### src/rtl/io_mmio_ctrl_if.sv
// Memory-stage I/O bus: load/store request, registered read data, retire
// strobe and the UART TX/RX handshakes that this controller owns.
interface io_mmio_ctrl_if;
   logic [31:0] addr;
   logic [31:0] wdata;
   logic        we;
   logic        re;
   logic        inst_retire;
   logic [31:0] io_dout;
   logic [7:0]  uart_tx_data_in;
   logic        uart_tx_data_in_valid;
   logic        uart_tx_data_in_ready;
   logic [7:0]  uart_rx_data_out;
   logic        uart_rx_data_out_valid;
   logic        uart_rx_data_out_ready;

   // Core + UART side: drives requests and UART status, observes results.
   modport master (
      output addr, wdata, we, re, inst_retire,
      output uart_tx_data_in_ready, uart_rx_data_out, uart_rx_data_out_valid,
      input  io_dout, uart_tx_data_in, uart_tx_data_in_valid, uart_rx_data_out_ready
   );

   // Controller side.
   modport slave (
      input  addr, wdata, we, re, inst_retire,
      input  uart_tx_data_in_ready, uart_rx_data_out, uart_rx_data_out_valid,
      output io_dout, uart_tx_data_in, uart_tx_data_in_valid, uart_rx_data_out_ready
   );
endinterface

### src/rtl/io_mmio_ctrl.sv
// MMIO controller: decodes the I/O region, buffers one TX byte, pops RX
// bytes on data-register loads and keeps the cycle/instruction counters.
module io_mmio_ctrl #(
   parameter logic [3:0] IO_REGION = 4'b1000,
   parameter int         CNT_WIDTH = 32
) (
   input  logic         clk,
   input  logic         rst,
   io_mmio_ctrl_if.slave bus
);
   localparam logic [7:0] OFF_STATUS = 8'h00;
   localparam logic [7:0] OFF_RXDATA = 8'h04;
   localparam logic [7:0] OFF_TXDATA = 8'h08;
   localparam logic [7:0] OFF_CYCLE  = 8'h10;
   localparam logic [7:0] OFF_INST   = 8'h14;
   localparam logic [7:0] OFF_CNTRST = 8'h18;

   logic [31:0]          r_io_dout;
   logic [7:0]           r_tx_buf;
   logic                 r_tx_full;
   logic [CNT_WIDTH-1:0] r_cycle_cnt;
   logic [CNT_WIDTH-1:0] r_inst_cnt;

   logic        w_hit;
   logic [7:0]  w_off;
   logic        w_rd;
   logic        w_wr;
   logic        w_tx_fire;
   logic        w_tx_wr;
   logic        w_cnt_clr;
   logic [31:0] w_rdata;
   logic        w_unused;

   assign w_hit     = (bus.addr[31:28] == IO_REGION);
   assign w_off     = bus.addr[7:0];
   assign w_rd      = bus.re & w_hit;
   assign w_wr      = bus.we & w_hit;
   assign w_tx_fire = r_tx_full & bus.uart_tx_data_in_ready;
   assign w_tx_wr   = w_wr & (w_off == OFF_TXDATA);
   assign w_cnt_clr = w_wr & (w_off == OFF_CNTRST);

   // Address bits between the region nibble and the offset byte are don't-care.
   assign w_unused = ^{bus.addr[27:8], bus.wdata[31:8]};

   // RX pop is purely combinational and deliberately not gated by reset.
   assign bus.uart_rx_data_out_ready = w_rd & (w_off == OFF_RXDATA);
   assign bus.uart_tx_data_in        = r_tx_buf;
   assign bus.uart_tx_data_in_valid  = r_tx_full;
   assign bus.io_dout                = r_io_dout;

   // Read mux; counters are sampled pre-edge and zero-extended to 32 bits.
   always_comb begin
      w_rdata = 32'h0;
      case (w_off)
         OFF_STATUS: w_rdata = {30'b0, bus.uart_rx_data_out_valid, ~r_tx_full};
         OFF_RXDATA: w_rdata = {24'b0, bus.uart_rx_data_out};
         OFF_CYCLE:  w_rdata = 32'(r_cycle_cnt);
         OFF_INST:   w_rdata = 32'(r_inst_cnt);
         default:    w_rdata = 32'h0;
      endcase
   end

   // Registered read data: updates only on a hitting load, otherwise holds.
   always_ff @(posedge clk) begin
      if (rst)       r_io_dout <= 32'h0;
      else if (w_rd) r_io_dout <= w_rdata;
   end

   // One-entry TX buffer; a store may refill it in the same cycle it drains.
   always_ff @(posedge clk) begin
      if (rst) begin
         r_tx_buf  <= 8'h0;
         r_tx_full <= 1'b0;
      end else if (w_tx_wr && (!r_tx_full || w_tx_fire)) begin
         r_tx_buf  <= bus.wdata[7:0];
         r_tx_full <= 1'b1;
      end else if (w_tx_fire) begin
         r_tx_full <= 1'b0;
      end
   end

   // Free-running counters; a counter-reset store wins over the increment.
   always_ff @(posedge clk) begin
      if (rst || w_cnt_clr) begin
         r_cycle_cnt <= '0;
         r_inst_cnt  <= '0;
      end else begin
         r_cycle_cnt <= r_cycle_cnt + CNT_WIDTH'(1);
         r_inst_cnt  <= r_inst_cnt + CNT_WIDTH'(bus.inst_retire);
      end
   end
endmodule

### src/flat_wrapper.sv
// flat-port wrapper written by rule: the top's interface ports become plain ports
module io_mmio_ctrl_flat 
#(
   parameter logic [3:0] IO_REGION = 4'b1000,
   parameter int         CNT_WIDTH = 32
)
  (clk, rst, bus_addr, bus_wdata, bus_we, bus_re, bus_inst_retire, bus_uart_tx_data_in_ready, bus_uart_rx_data_out, bus_uart_rx_data_out_valid, bus_io_dout, bus_uart_tx_data_in, bus_uart_tx_data_in_valid, bus_uart_rx_data_out_ready);
  io_mmio_ctrl_if bus_i ();
  input  logic clk;
  input  logic rst;
  input wire logic [$bits(bus_i.addr)-1:0] bus_addr;
  input wire logic [$bits(bus_i.wdata)-1:0] bus_wdata;
  input wire logic [$bits(bus_i.we)-1:0] bus_we;
  input wire logic [$bits(bus_i.re)-1:0] bus_re;
  input wire logic [$bits(bus_i.inst_retire)-1:0] bus_inst_retire;
  input wire logic [$bits(bus_i.uart_tx_data_in_ready)-1:0] bus_uart_tx_data_in_ready;
  input wire logic [$bits(bus_i.uart_rx_data_out)-1:0] bus_uart_rx_data_out;
  input wire logic [$bits(bus_i.uart_rx_data_out_valid)-1:0] bus_uart_rx_data_out_valid;
  output wire logic [$bits(bus_i.io_dout)-1:0] bus_io_dout;
  output wire logic [$bits(bus_i.uart_tx_data_in)-1:0] bus_uart_tx_data_in;
  output wire logic [$bits(bus_i.uart_tx_data_in_valid)-1:0] bus_uart_tx_data_in_valid;
  output wire logic [$bits(bus_i.uart_rx_data_out_ready)-1:0] bus_uart_rx_data_out_ready;
  assign bus_i.addr = bus_addr;
  assign bus_i.wdata = bus_wdata;
  assign bus_i.we = bus_we;
  assign bus_i.re = bus_re;
  assign bus_i.inst_retire = bus_inst_retire;
  assign bus_i.uart_tx_data_in_ready = bus_uart_tx_data_in_ready;
  assign bus_i.uart_rx_data_out = bus_uart_rx_data_out;
  assign bus_i.uart_rx_data_out_valid = bus_uart_rx_data_out_valid;
  assign bus_io_dout = bus_i.io_dout;
  assign bus_uart_tx_data_in = bus_i.uart_tx_data_in;
  assign bus_uart_tx_data_in_valid = bus_i.uart_tx_data_in_valid;
  assign bus_uart_rx_data_out_ready = bus_i.uart_rx_data_out_ready;
  io_mmio_ctrl #(.IO_REGION(IO_REGION), .CNT_WIDTH(CNT_WIDTH)) u_core (.clk(clk), .rst(rst), .bus(bus_i));
endmodule
### config.mk
export PLATFORM = sky130hd
export DESIGN_NAME = io_mmio_ctrl_flat
export DESIGN_NICKNAME = d
export VERILOG_FILES = /design/src/rtl/io_mmio_ctrl_if.sv /design/src/rtl/io_mmio_ctrl.sv /design/src/flat_wrapper.sv
export SDC_FILE = /design/constraint.sdc
export NUM_CORES = 1
export LEC_CHECK = 0
export CAP_MARGIN = 20
export CORE_ASPECT_RATIO = 1.75
export CORE_UTILIZATION = 49
export CTS_CLUSTER_DIAMETER = 40
export CTS_CLUSTER_SIZE = 20
export DETAILED_ROUTE_END_ITERATION = 6
export GPL_TIMING_DRIVEN = 0
export PLACE_DENSITY = 0.9
export SYNTH_ARGS = -nofsm -noshare
export SYNTH_HDL_FRONTEND = slang
export SYNTH_SLANG_ARGS = --single-unit
export TNS_END_PERCENT = 10
### constraint.sdc
create_clock -name clk -period 2.88 [get_ports clk]
set_input_delay 0.288 -clock clk [delete_from_list [all_inputs] [get_ports clk]]
set_output_delay 0.288 -clock clk [all_outputs]
set_load 0.01 [all_outputs]
[After elaboration in Yosys (flattened, before gate mapping)]
Cells that the tools add are included.
Cells by class
  $add $sub $neg: 2
  equality and inequality tests: 6
  mux-type cells: 3
  bitwise logic cells: 7
  reductions and logical operators: 6
Operators by type and width (number)
  32-bit case mux with 4 select lines: 1
  32-bit by 1-bit adder with 32-bit output: 1
  32-bit by 1-bit adder with 32-bit output (second input constant): 1
  8-bit by 5-bit equality test with 1-bit output (second input constant): 3
  8-bit by 3-bit equality test with 1-bit output (second input constant): 1
  8-bit by 4-bit equality test with 1-bit output (second input constant): 1
  8-bit logical NOT: 1
  1-bit AND: 6
  4-bit equality test (second input constant): 1
  1-bit logical OR: 2
  1-bit 2-to-1 mux: 2
  2-bit nonzero test: 1
  1-bit logical AND: 1
  1-bit logical NOT: 1
  1-bit inverter: 1
Storage, ports and cells
  register bits after elaboration: 105
  input port bits: 79
  output and inout port bits: 42
  word-level logic and storage cells: 29

[Longest topological paths before layout]
Gate-level depths: netlist of the first run.
  depth after elaboration: 5
  gate-level depth with buffers: 7
  mapped depth without buffers: 6

[Least setup slack after synthesis of the first run]
OpenSTA, ideal clock, no wires.
  path kind: register to register
  start: register u_core.r_inst_cnt[0]
  end: register u_core.r_inst_cnt[30]
  arrival time: 1975 ps
  data required time: 2810 ps
  path slack: 835 ps
  cell stages (with the launch flop): 8
  clock period less this slack: 2045 ps
  path through: dfxtp_1 ha_1 ha_1 nand3_1 or3_4 buf_2 or4_1 a21oi_1
Between the ends
  cells in the longest elaborated chain, start to end: 1
RTL lines
  start, declared: RTL line io_mmio_ctrl.sv:22  | logic [CNT_WIDTH-1:0] r_inst_cnt;
  start signal, assigned: RTL line io_mmio_ctrl.sv:89  | r_inst_cnt <= r_inst_cnt + CNT_WIDTH'(bus.inst_retire);
  32-bit by 1-bit adder with 32-bit output: RTL line io_mmio_ctrl.sv:89
Every way passes these cells.
A chain may end at the register's enable or synchronous reset.

[Worst setup path after layout of the first run]
  start: input bus_addr[0]
  end: output bus_uart_rx_data_out_ready
Between the ends
  cells in the longest elaborated chain, start to end: 2
RTL lines
  start, declared: RTL line flat_wrapper.sv:11  | input wire logic [$bits(bus_i.addr)-1:0] bus_addr;
  8-bit by 3-bit equality test with 1-bit output: RTL line io_mmio_ctrl.sv:46  | assign bus.uart_rx_data_out_ready = w_rd & (w_off == OFF_RXDATA);
  1-bit AND: RTL line io_mmio_ctrl.sv:46
  end, declared: RTL line flat_wrapper.sv:22  | output wire logic [$bits(bus_i.uart_rx_data_out_ready)-1:0] bus_uart_rx_data_out_ready;
Every way passes these cells.

==> metrics.md, run 1 <==
| Metric | Value |
|---|---|
| Top Metal Used | `met4` |
| Post-Syn Instances | `548` |
| Clock network power share | `45.0%` |
| Utilization after layout | `63.8%` |
| CP max FO | `10` |
| Reg clk slew, reported paths | `70 ps` |
| Highest clock rate | `0.367 GHz` |
| Placed cell area | `5760 µm²` |
| Sw frac | `21.0%` |
| Routed vias/inst | `6.10` |
| Area leader, netlist | `dfxtp_1` |
| Final nets | `715` |
| Internal power | `2.32 mW` |
| #FFs+latches synth | `105` |
| Final HPWL DP | `9.71 mm` |
| Die extent in x | `77.2 µm` |
| CP endpoint kind | `output port` |
| Metal3 WL | `712 µm` |
| Ys Warns | `0` |
| First-pass GRT wire length | `21.7 mm` |
| I/O pin count | `121` |
| Port Buf Inserts | `75` |
| Synth Flop Type | `dfxtp_1` |
| Layout cell share with drive strength beyond 1 | `7.52%` |
| Arr. time, crit path | `2430 ps` |
| Period utilization | `94.5%` |
| Clk sinks | `105` |
| Die height | `134 µm` |
| M1 WL | `4.95 mm` |
| Grt ovf | `0` |
| Cell area after layout | `6080 µm²` |
| HP Class | `reg2reg` |
| First-pass detailed-route iteration total | `6` |
| Slew @ Worst Pin | `808 ps` |
| Cell variety after synth | `45` |
| Vias in the first global route | `4652` |
| Max clock buf depth | `2` |
| Final ANT Viol Nets | `0` |
| Max Clock Skew | `8.86 ps` |
| GRT Overall Usage | `26.3%` |
| Ranking of synthesized cells by area | `dfxtp_1 43%, mux2i_1 6.4%, o21ai_0 4.7%, nand2_1 4.0%, a21oi_1 3.9%` |
| Max-slew violations | `0` |
| DR vias | `4637` |
| Setup ws final | `158 ps` |
| Synth async-reset ratio | `0%` |
| Power Dens Cells | `483 nW/µm²` |
| Met2 Wirelength | `7.45 mm` |
| Final setup vio count | `0` |
| Net switching power | `618 µW` |
| Post-synthesis sequential area ratio | `43.3%` |
| CTS tree | `done` |
| Dpl ws | `-172 ps` |
| Area Growth Syn to Fin | `25.3%` |
| Final min period | `2720 ps` |
| Max_cap viols | `0` |
| Starting Density | `51.0%` |
| Residual DRC | `0` |
| VDD IR max | `0.381 mV` |
| Top cell type's share of synthesized area | `43.3%` |
| Setup Fix Bufs, Post-CTS | `0` |
| Skew-Pair Late Insertion Delay | `350 ps` |
| Fin. Hold Viols | `0` |
| Iter 0 DRT Violations | `448` |
| Syn_area_per_cell | `8.86 µm²` |
| Area of the die | `10300 µm²` |
| Combinational share of power | `5.2%` |
| RSZ-0062 raised after global routing | `no` |
| Post-synth EDFFs | `0` |
| Sequential fraction of design power | `49.8%` |
| Hold buffers post-CTS | `0` |
| CTS Buf Count | `9` |
| Ant diodes | `0` |
| Core Rows | `47` |
| Rel. slew slack | `46.1%` |
| Root Buffer | `clkbuf_16` |
| Outcome | `finished, final reports clean` |
| CP Class | `in2out` |
| Syn Nets | `630` |
| Mapped Area | `4850 µm²` |
| Crit path launch type | `input pin` |
| Core Region | `9530 µm²` |
| Design Power | `2.94 mW` |
| Detailed Route WL | `13.5 mm` |
| Static Leak | `2.02 nW` |
| H-tree depth | `3` |
| Cts repair resizes | `1` |
| Routed wire per std cell | `17.8 µm` |
| Antenna violations before repair | `0` |
| Largest net degree at the start of global routing | `17` |
| Worst EP required | `2590 ps` |
| GP Congestion | `0.870` |
synth_stat cells (all sizes together) (15+ instances only):
library cell  count
a21oi            38
buf              17
clkbuf           17
dfxtp           105
mux2i            31
nand2            52
nand3            16
nand4            27
nor2             36
o21ai            46
or3              18
or4              18
xnor2            15
layout make-up:
class	instances	area, µm²
sequential	105	2100
buffer	33	146
clock inverter	4	73.8
inverter	11	41.3
fill	761	3440
multi-input combinational	398	2570
clock buffer	12	246
timing repair buffer	75	751
tap	122	153
worst max-delay path: stages:
cell,delay [ps]
clkdlybuf4s50_1,440
nor4_2,400
and2_2,340
nand3_1,100
nor4b_1,260
clkdlybuf4s50_1,600
layout by cell type (no fill, tap or decap), types with 8 or more instances in the layout:
cell type | netlist | layout
nand4_1 | 25 | 25
buf_2 | 12 | 12
nor3_1 | 8 | 8
nand3_1 | 16 | 16
nor2_1 | 36 | 36
mux2i_1 | 31 | 31
o31ai_1 | 14 | 14
o21ai_0 | 46 | 46
or4_1 | 17 | 17
inv_1 | 11 | 11
xnor2_1 | 15 | 15
clkbuf_1 | 14 | 15
xor2_1 | 10 | 10
dfxtp_1 | 105 | 105
or3_1 | 15 | 15
a21oi_1 | 38 | 38
clkdlybuf4s50_1 | 0 | 75
nand2b_1 | 8 | 8
a32oi_1 | 8 | 8
clkbuf_16 | 0 | 9
nand2_1 | 52 | 52
through the flow:
step | instances | TNS [ps] | hold slack [ps]
finish | 760 | 0 | 451
global route | 760 | 0 | 487
CTS | 760 | 0 | 459
detailed placement | 745 | -172 | 442
global placement | 745 | -115 | 439
floorplan | 548 | 0 | 442
registers in the layout, summed over array words and instances (netlist names):
signal                            count
u_core.r_cycle_cnt                   32
u_core.bus.uart_tx_data_in            8
u_core.bus.uart_tx_data_in_valid      1
u_core.r_inst_cnt                    32
u_core.bus.io_dout                   32
metal layers:
layer / track usage [%] / up-vias
li1: - / 2169
met1: 26.7 / 2214
met2: 50.4 / 215
met3: 3.84 / 39
met4: 13.8 / 0
met5: 0 / -
kinds of logic after synthesis:
kind of cell | after synthesis | share of synthesized area, %
AOI/OAI and AO/OA | 114 | 13.7
xor gates and xnor gates | 25 | 4.51
adders and majority gates | 3 | 0.773
buffers and inverters | 45 | 3.94
DFF | 105 | 43.3
muxes | 39 | 8.71
and+or+nand+nor | 217 | 25.1
worst paths after layout:
path,to,cells after the start,slack [ps],from
hold reg to reg,u_core.bus.io_dout[31],2,450,u_core.bus.io_dout[31]
hold / removal,u_core.bus.io_dout[31],2,450,u_core.bus.io_dout[31]
setup / recovery,bus_uart_rx_data_out_ready,6,160,bus_addr[0]
setup reg to reg,u_core.r_inst_cnt[30],7,450,u_core.r_inst_cnt[0]
power groups by stage:
stage	logic [mW]	registers [mW]	clock network (mW)
after detailed placement	0.150	1.50	0
after global routing	0.164	1.46	1.39
after CTS	0.153	1.46	1.33
final	0.154	1.46	1.32
after global placement	0.146	1.50	0
after floorplan	0.0778	1.50	0
Power figures use the tool's default switching activity.
==> run 2: changes to the inputs <==
- HOLD_SLACK_MARGIN: not set -> 0.12
==> results of run 2 <==
No change in the layout: final DEF, timing and power equal those of run 1.
==> RTL change 1 (flow settings as in run 1) <==
Reset style: asynchronous (`rst`), changed in 2 clocked blocks.
--- a/src/rtl/io_mmio_ctrl.sv
+++ b/src/rtl/io_mmio_ctrl.sv
@@ -63,3 +63,3 @@
    // Registered read data: updates only on a hitting load, otherwise holds.
-   always_ff @(posedge clk) begin
+   always_ff @(posedge clk or posedge rst) begin
       if (rst)       r_io_dout <= 32'h0;
@@ -69,3 +69,3 @@
    // One-entry TX buffer; a store may refill it in the same cycle it drains.
-   always_ff @(posedge clk) begin
+   always_ff @(posedge clk or posedge rst) begin
       if (rst) begin
Check against the original RTL: differs if rst is asserted again (counterexample within 4 cycles, from zero or initial values and one cycle with rst high); with rst held inactive, the same outputs for 10 cycles.
==> RTL change 1 against run 1 <==
  * Synthesized area is 5.9% higher
  * Largest power group unchanged
  * Fmax is 0.74% higher
  * Total power is 6.2% lower
  * Sequential cell count stayed put
  * Count of clock-buffer cells in the layout is 1 higher
  * Sequential share of layout area is 1.8 points higher
  * Wire length is 4.8% higher
  * Critical path type unchanged
  * Cell area is 4.3% higher
  * Global-route usage is 1.6 points higher
  * Setup slack better by 0.020 ns
==> RTL change 1: results (changes against run 1) <==
Worst setup path
  – Slowest cell on the critical path: or4_1
  – Crit path max fanout: 7 (-3)
  – Worst path max stage delay: 0.58 ns (-0.02 ns)
  – Arrival time at the worst endpoint: 2.41 ns (-0.02 ns)

Global routing
  – Met3 usage: 4.702% (+0.87 points)
  – Tot GR Track Use: 27.90% (+1.6 points)
  – Met2 usage: 50.48% (about the same)
  – Largest net degree at the start of global routing: 30 (+13)
  – First-pass GRT wire length: 23,170 um (+7.0%)
  – Antenna violations before repair: 0 (unchanged)
  – Met1 Use GR: 28.40% (+1.7 points)
  – Vias in the first global route: 4,895 (+5.2%)

Synthesis
  – Largest cells by area after synthesis: dfxtp_1, dfrtp_1, mux2i_1
  – Sequential share of the synthesized area: 44.90% (+1.6 points)
  – Avg Inst Size Synth: 9.309 um2 (+5.1%)
  – Asr flop ratio synth: 39.05% (+39 points)
  – Commonest cells post-synth: dfxtp_1, nand2_1, dfrtp_1, nor2_1, mux2i_1
  – Synthesized net count: 634 (+0.63%)
  – Count of unique library cells instantiated by Yosys: 47 (+4.4%)

Power
  – Combinational Power Share: 6.0% (+0.8 points)
  – Switch share: 21.81% (+0.81 points)
  – Peak VDD IR: 0.0003494 V (-8.2%)
  – LEAKAGE: 2.210 nW (+9.6%)
  – Comb power: 0.164 mW (+6%)
  – Seq pwr share: 53.5% (+3.7 points)

STA
  – Clock skew: 0.005725 ns (-0.003132 ns)
  – Slew headroom: 51.08% (+4.9 points)

Placement
  – Area after DPL: 6070 um2 (+5.4%)
  – Cell count after placement: 755 (+1.3%)
  – Placer congestion estimate: 0.9079 (+4.4%)
  – Detailed Place HPWL: 10,380 um (+6.9%)
  – Pre-CTS setup slack: -0.1752 ns (-0.002903 ns)

Route
  – WL/cell: 18.37 um (+3.3%)
  – Met2 Routed Length: 7528 um (+1.0%)
  – DR WL met3: 704 um (-1.1%)
  – Wl on met1: 5130 um (+3.7%)
  – Vias/cell: 6.163 (+1.0%)

Clock network
  – Worst skew pair latency: 0.35 ns (about the same)
  – Total CTS buffers: 9 (unchanged)

Cells and area
  – # fillers: 825 (+8.4%)
  – Non-Filler Instances: 771 (+1.4%)
  – Layout cells sized above 1: 7.143% (-0.38 points)
  – Nets@finish: 721 (+0.84%)

Run status
  – Status: complete, no violations
-- RTL change 1: cell families after synthesis --
kind of cell               after synthesis  synth area share [%]
DFF                                    105                 44.90
AOI/OAI and AO/OA                      110                 13.49
muxes                                   48                 10.18
xor gates and xnor gates                25                 4.261
adders and majority gates                3                0.7305
buffers and inverters                   64                 5.697
and+or+nand+nor                        197                 20.74
-- RTL change 1: final cells by class --
cell class,instances,area (um2),share of cell area (%)
buffer,40,203.9,3.216
clock buffer,13,250.2,3.946
clock inverter,3,16.27,0.2565
inverter,24,90.09,1.421
multi-input combinational,383,2545,40.13
sequential,105,2307,36.39
tap,127,158.9,2.506
timing repair buffer,76,769.5,12.13
-- RTL change 1: worst reg2reg max path, stage by stage, from the launching register on --
cell      delay [ns]
dfxtp_1         0.41
ha_1            0.25
nand4_1         0.25
or4_1           0.47
clkbuf_1        0.22
clkbuf_1        0.27
or3_1           0.36
a21oi_1         0.15
-- RTL change 1: timing repair --
item	4_1_cts	5_1_grt
buffers inserted	0	0
gates resized for setup	2	0
setup endpoints to repair	1	0
-- RTL change 1: final timing paths --
| check | cells after the start | end | slack (ns) | start |
|---|---|---|---|---|
| max reg2reg | 7 | u_core.r_cycle_cnt[26] | 0.44 | u_core.r_cycle_cnt[0] |
| min | 2 | u_core.bus.io_dout[3] | 0.48 | u_core.bus.io_dout[3] |
| max in group asynchronous | 4 | u_core.bus.io_dout[6] | 1.78 | rst |
| max | 6 | bus_uart_rx_data_out_ready | 0.18 | bus_addr[1] |
| min in group asynchronous | 3 | u_core.bus.io_dout[23] | 0.55 | rst |
| min reg2reg | 2 | u_core.bus.io_dout[3] | 0.48 | u_core.bus.io_dout[3] |
==> RTL change 2 (flow settings as in run 1) <==
Without the edit above. `CNT_WIDTH` is set to 32 in 2 places; all go to 48.
--- a/src/rtl/io_mmio_ctrl.sv
+++ b/src/rtl/io_mmio_ctrl.sv
@@ -4,3 +4,3 @@
    parameter logic [3:0] IO_REGION = 4'b1000,
-   parameter int         CNT_WIDTH = 32
+   parameter int         CNT_WIDTH = 48
 ) (
--- a/src/flat_wrapper.sv
+++ b/src/flat_wrapper.sv
@@ -4,3 +4,3 @@
    parameter logic [3:0] IO_REGION = 4'b1000,
-   parameter int         CNT_WIDTH = 32
+   parameter int         CNT_WIDTH = 48
 )
Behaviour: no difference found for any inputs over 10 cycles, from zero or initial values and one cycle with rst high; that may be too few to reach the edited logic, so the function may still have changed.
==> RTL change 2 against run 1 <==
  * Wire length fell by 1.0%
  * Setup slack improved by 0.074 ns
  * Synthesized area decreased by 0.93%
  * Non-clock buffer count did not move
  * Sequential share of layout area is 0.20 points higher
  * Sequential cell count is the same
  * Worst hold slack improved by 0.00055 ns
  * Cell area fell by 0.58%
  * Sequential power hardly changed
  * Utilization about the same
  * Total power shrank 4.2%
  * Via count is 0.67% lower
  * Largest cell class unchanged
  * First-iteration DRC count shrank 3.1%
  * Critical path type is now primary input to register
==> RTL change 2: results (changes against run 1) <==
Placement
  – Placer congestion estimate: 0.8521 (-2.0%)
  – Area after DPL: 5713 um2 (-0.78%)
  – I/O Buffers: 75 (unchanged)
  – Pre-CTS setup slack: -0.3877 ns (-0.2154 ns)
  – Detailed Place HPWL: 9461 um (-2.6%)

Route
  – Drt total wl: 13,370 um (-1.0%)
  – Antenna viol nets, final: 0 (unchanged)
  – Vias/cell: 6.191 (+1.5%)
  – First-pass iteration count of the detailed router: 7 (+1)
  – Starting DRT DRC Count: 434 (-3.1%)

Cells and area
  – Ant diodes: 0 (unchanged)
  – Nets@finish: 699 (-2.2%)
  – # fillers: 719 (-5.5%)
  – Layout cells sized above 1: 6.109% (-1.4 points)

Clock network
  – Worst skew pair latency: 0.35 ns (about the same)
  – Reg clk slew, reported paths: 0.07 ns (about the same)
  – Total CTS buffers: 9 (unchanged)
  – Clock tree root buffer cell: clkbuf_16
  – CTS Buffer Depth: 2 (unchanged)
  – H-Tree Depth: 3 (unchanged)

Synthesis
  – Asr flop ratio synth: 0% (unchanged)
  – Commonest cells post-synth: dfxtp_1, a21oi_1, nand3_1, nand2_1, mux2i_1
  – Synthesized net count: 610 (-3.2%)
  – Largest cells by area after synthesis: dfxtp_1, mux2i_1, a21oi_1
  – Count of unique library cells instantiated by Yosys: 43 (-4.4%)
  – Sequential share of the synthesized area: 43.70% (+0.41 points)
  – Ys Warns: 0 (unchanged)
  – Synth Flop Type: dfxtp_1

Global routing
  – Largest net degree at the start of global routing: 19 (+2)
  – Tot GR Track Use: 25.80% (-0.51 points)
  – First-pass GRT wire length: 20,930 um (-3.3%)
  – Antenna violations before repair: 0 (unchanged)

Run status
  – Status: complete, no violations

Power
  – LEAKAGE: 1.951 nW (-3.2%)
  – Peak VDD IR: 0.0003633 V (-4.5%)

STA
  – Clock skew: 0.008256 ns (-0.0006011 ns)
  – Slew headroom: 29.15% (-17 points)
  – Fin Hold WS: 0.4514 ns (+0.0005540 ns)
  – Worst Slack Setup Final: 0.2321 ns (+0.07395 ns)

Hold path
  – Worst min-delay path class: register to register

Worst setup path
  – Arrival time at the worst endpoint: 2.93 ns (+0.50 ns)
  – Worst R2R Setup Slack: 0.45 ns (about the same)
  – Crit path max fanout: 10 (unchanged)
[RTL change 2: cell count changes after synthesis, moves of 4 or more]
cell,run 1,this run
a21oi_1,38,49
nor2_1,36,27
clkbuf_1,14,19
a32oi_1,8,0
o2bb2ai_1,0,24
nand2_1,52,33
nand4_1,25,17
o31ai_1,14,18
o21ai_1,0,7
nand3_1,16,40
or4_1,17,22
buf_2,12,3
o21ai_0,46,15
[RTL change 2: report_power, final]
part / internal [mW] / switching (mW)
Clock: 0.621 / 0.577
Combinational: 0.0774 / 0.0773
Sequential: 1.46 / 0.00752
Total: 2.16 / 0.662
[RTL change 2: area by class of cell]
cell class	instances	area (um2)	area share [%]
Tap cell	122	152.6	2.524
Timing Repair Buffer	78	775.7	12.83
Inverter	9	33.78	0.5587
Multi-Input combinational cell	384	2564	42.40
Clock inverter	6	48.80	0.8070
Clock buffer	10	239.0	3.952
Buffer	30	131.4	2.173
Sequential cell	105	2102	34.76
[RTL change 2: per-layer routing]
metal	GRT usage, %	routed length, um	vias up	part of all wire, %
li1	-	-	2164	-
met1	24.16	4695	2174	35
met2	48.41	7168	210	54
met3	5.034	736	58	5.5
met4	18.80	771	0	5.8
met5	0	0	-	0
[RTL change 2: critical path: stages]
cell and delay (ns):
clkdlybuf4s50_1 0.41, nor4_2 0.52, nor3b_2 0.61, nand4b_1 0.52
clkbuf_1 0.36, o2bb2ai_1 0.21
[RTL change 2: what timing repair did]
item / in CTS / in global routing
setup endpoints to repair: 1 / 1
pin swaps: 0 / 1
buffers inserted: 0 / 3
endpoints found under the hold margin: 0 / 0
resized for setup: 2 / 2
[RTL change 2: logic make-up after synthesis]
family	count (synthesis)	synth area share, %
flops	105	43.70
buf+inv	39	3.434
compound gates	121	16.05
fa+ha+maj	3	0.7805
xor+xnor	23	4.188
mux	37	8.377
simple gates	200	23.47
[RTL change 2: stage by stage]
step	setup TNS, ns	cells
2_1_floorplan	0	528
3_3_place_gp	-0.3379	725
3_5_place_dp	-0.6291	725
4_1_cts	0	741
5_1_grt	0	744
6_report	0	744
[RTL change 2: worst paths after layout]
kind / cells past startpoint / endpoint / from
setup / recovery: 6 / u_core.bus.io_dout[18] / bus_addr[0]
hold / removal: 2 / u_core.bus.io_dout[7] / u_core.bus.io_dout[7]
setup reg to reg: 6 / u_core.r_cycle_cnt[20] / u_core.r_cycle_cnt[0]
hold reg to reg: 2 / u_core.bus.io_dout[7] / u_core.bus.io_dout[7]
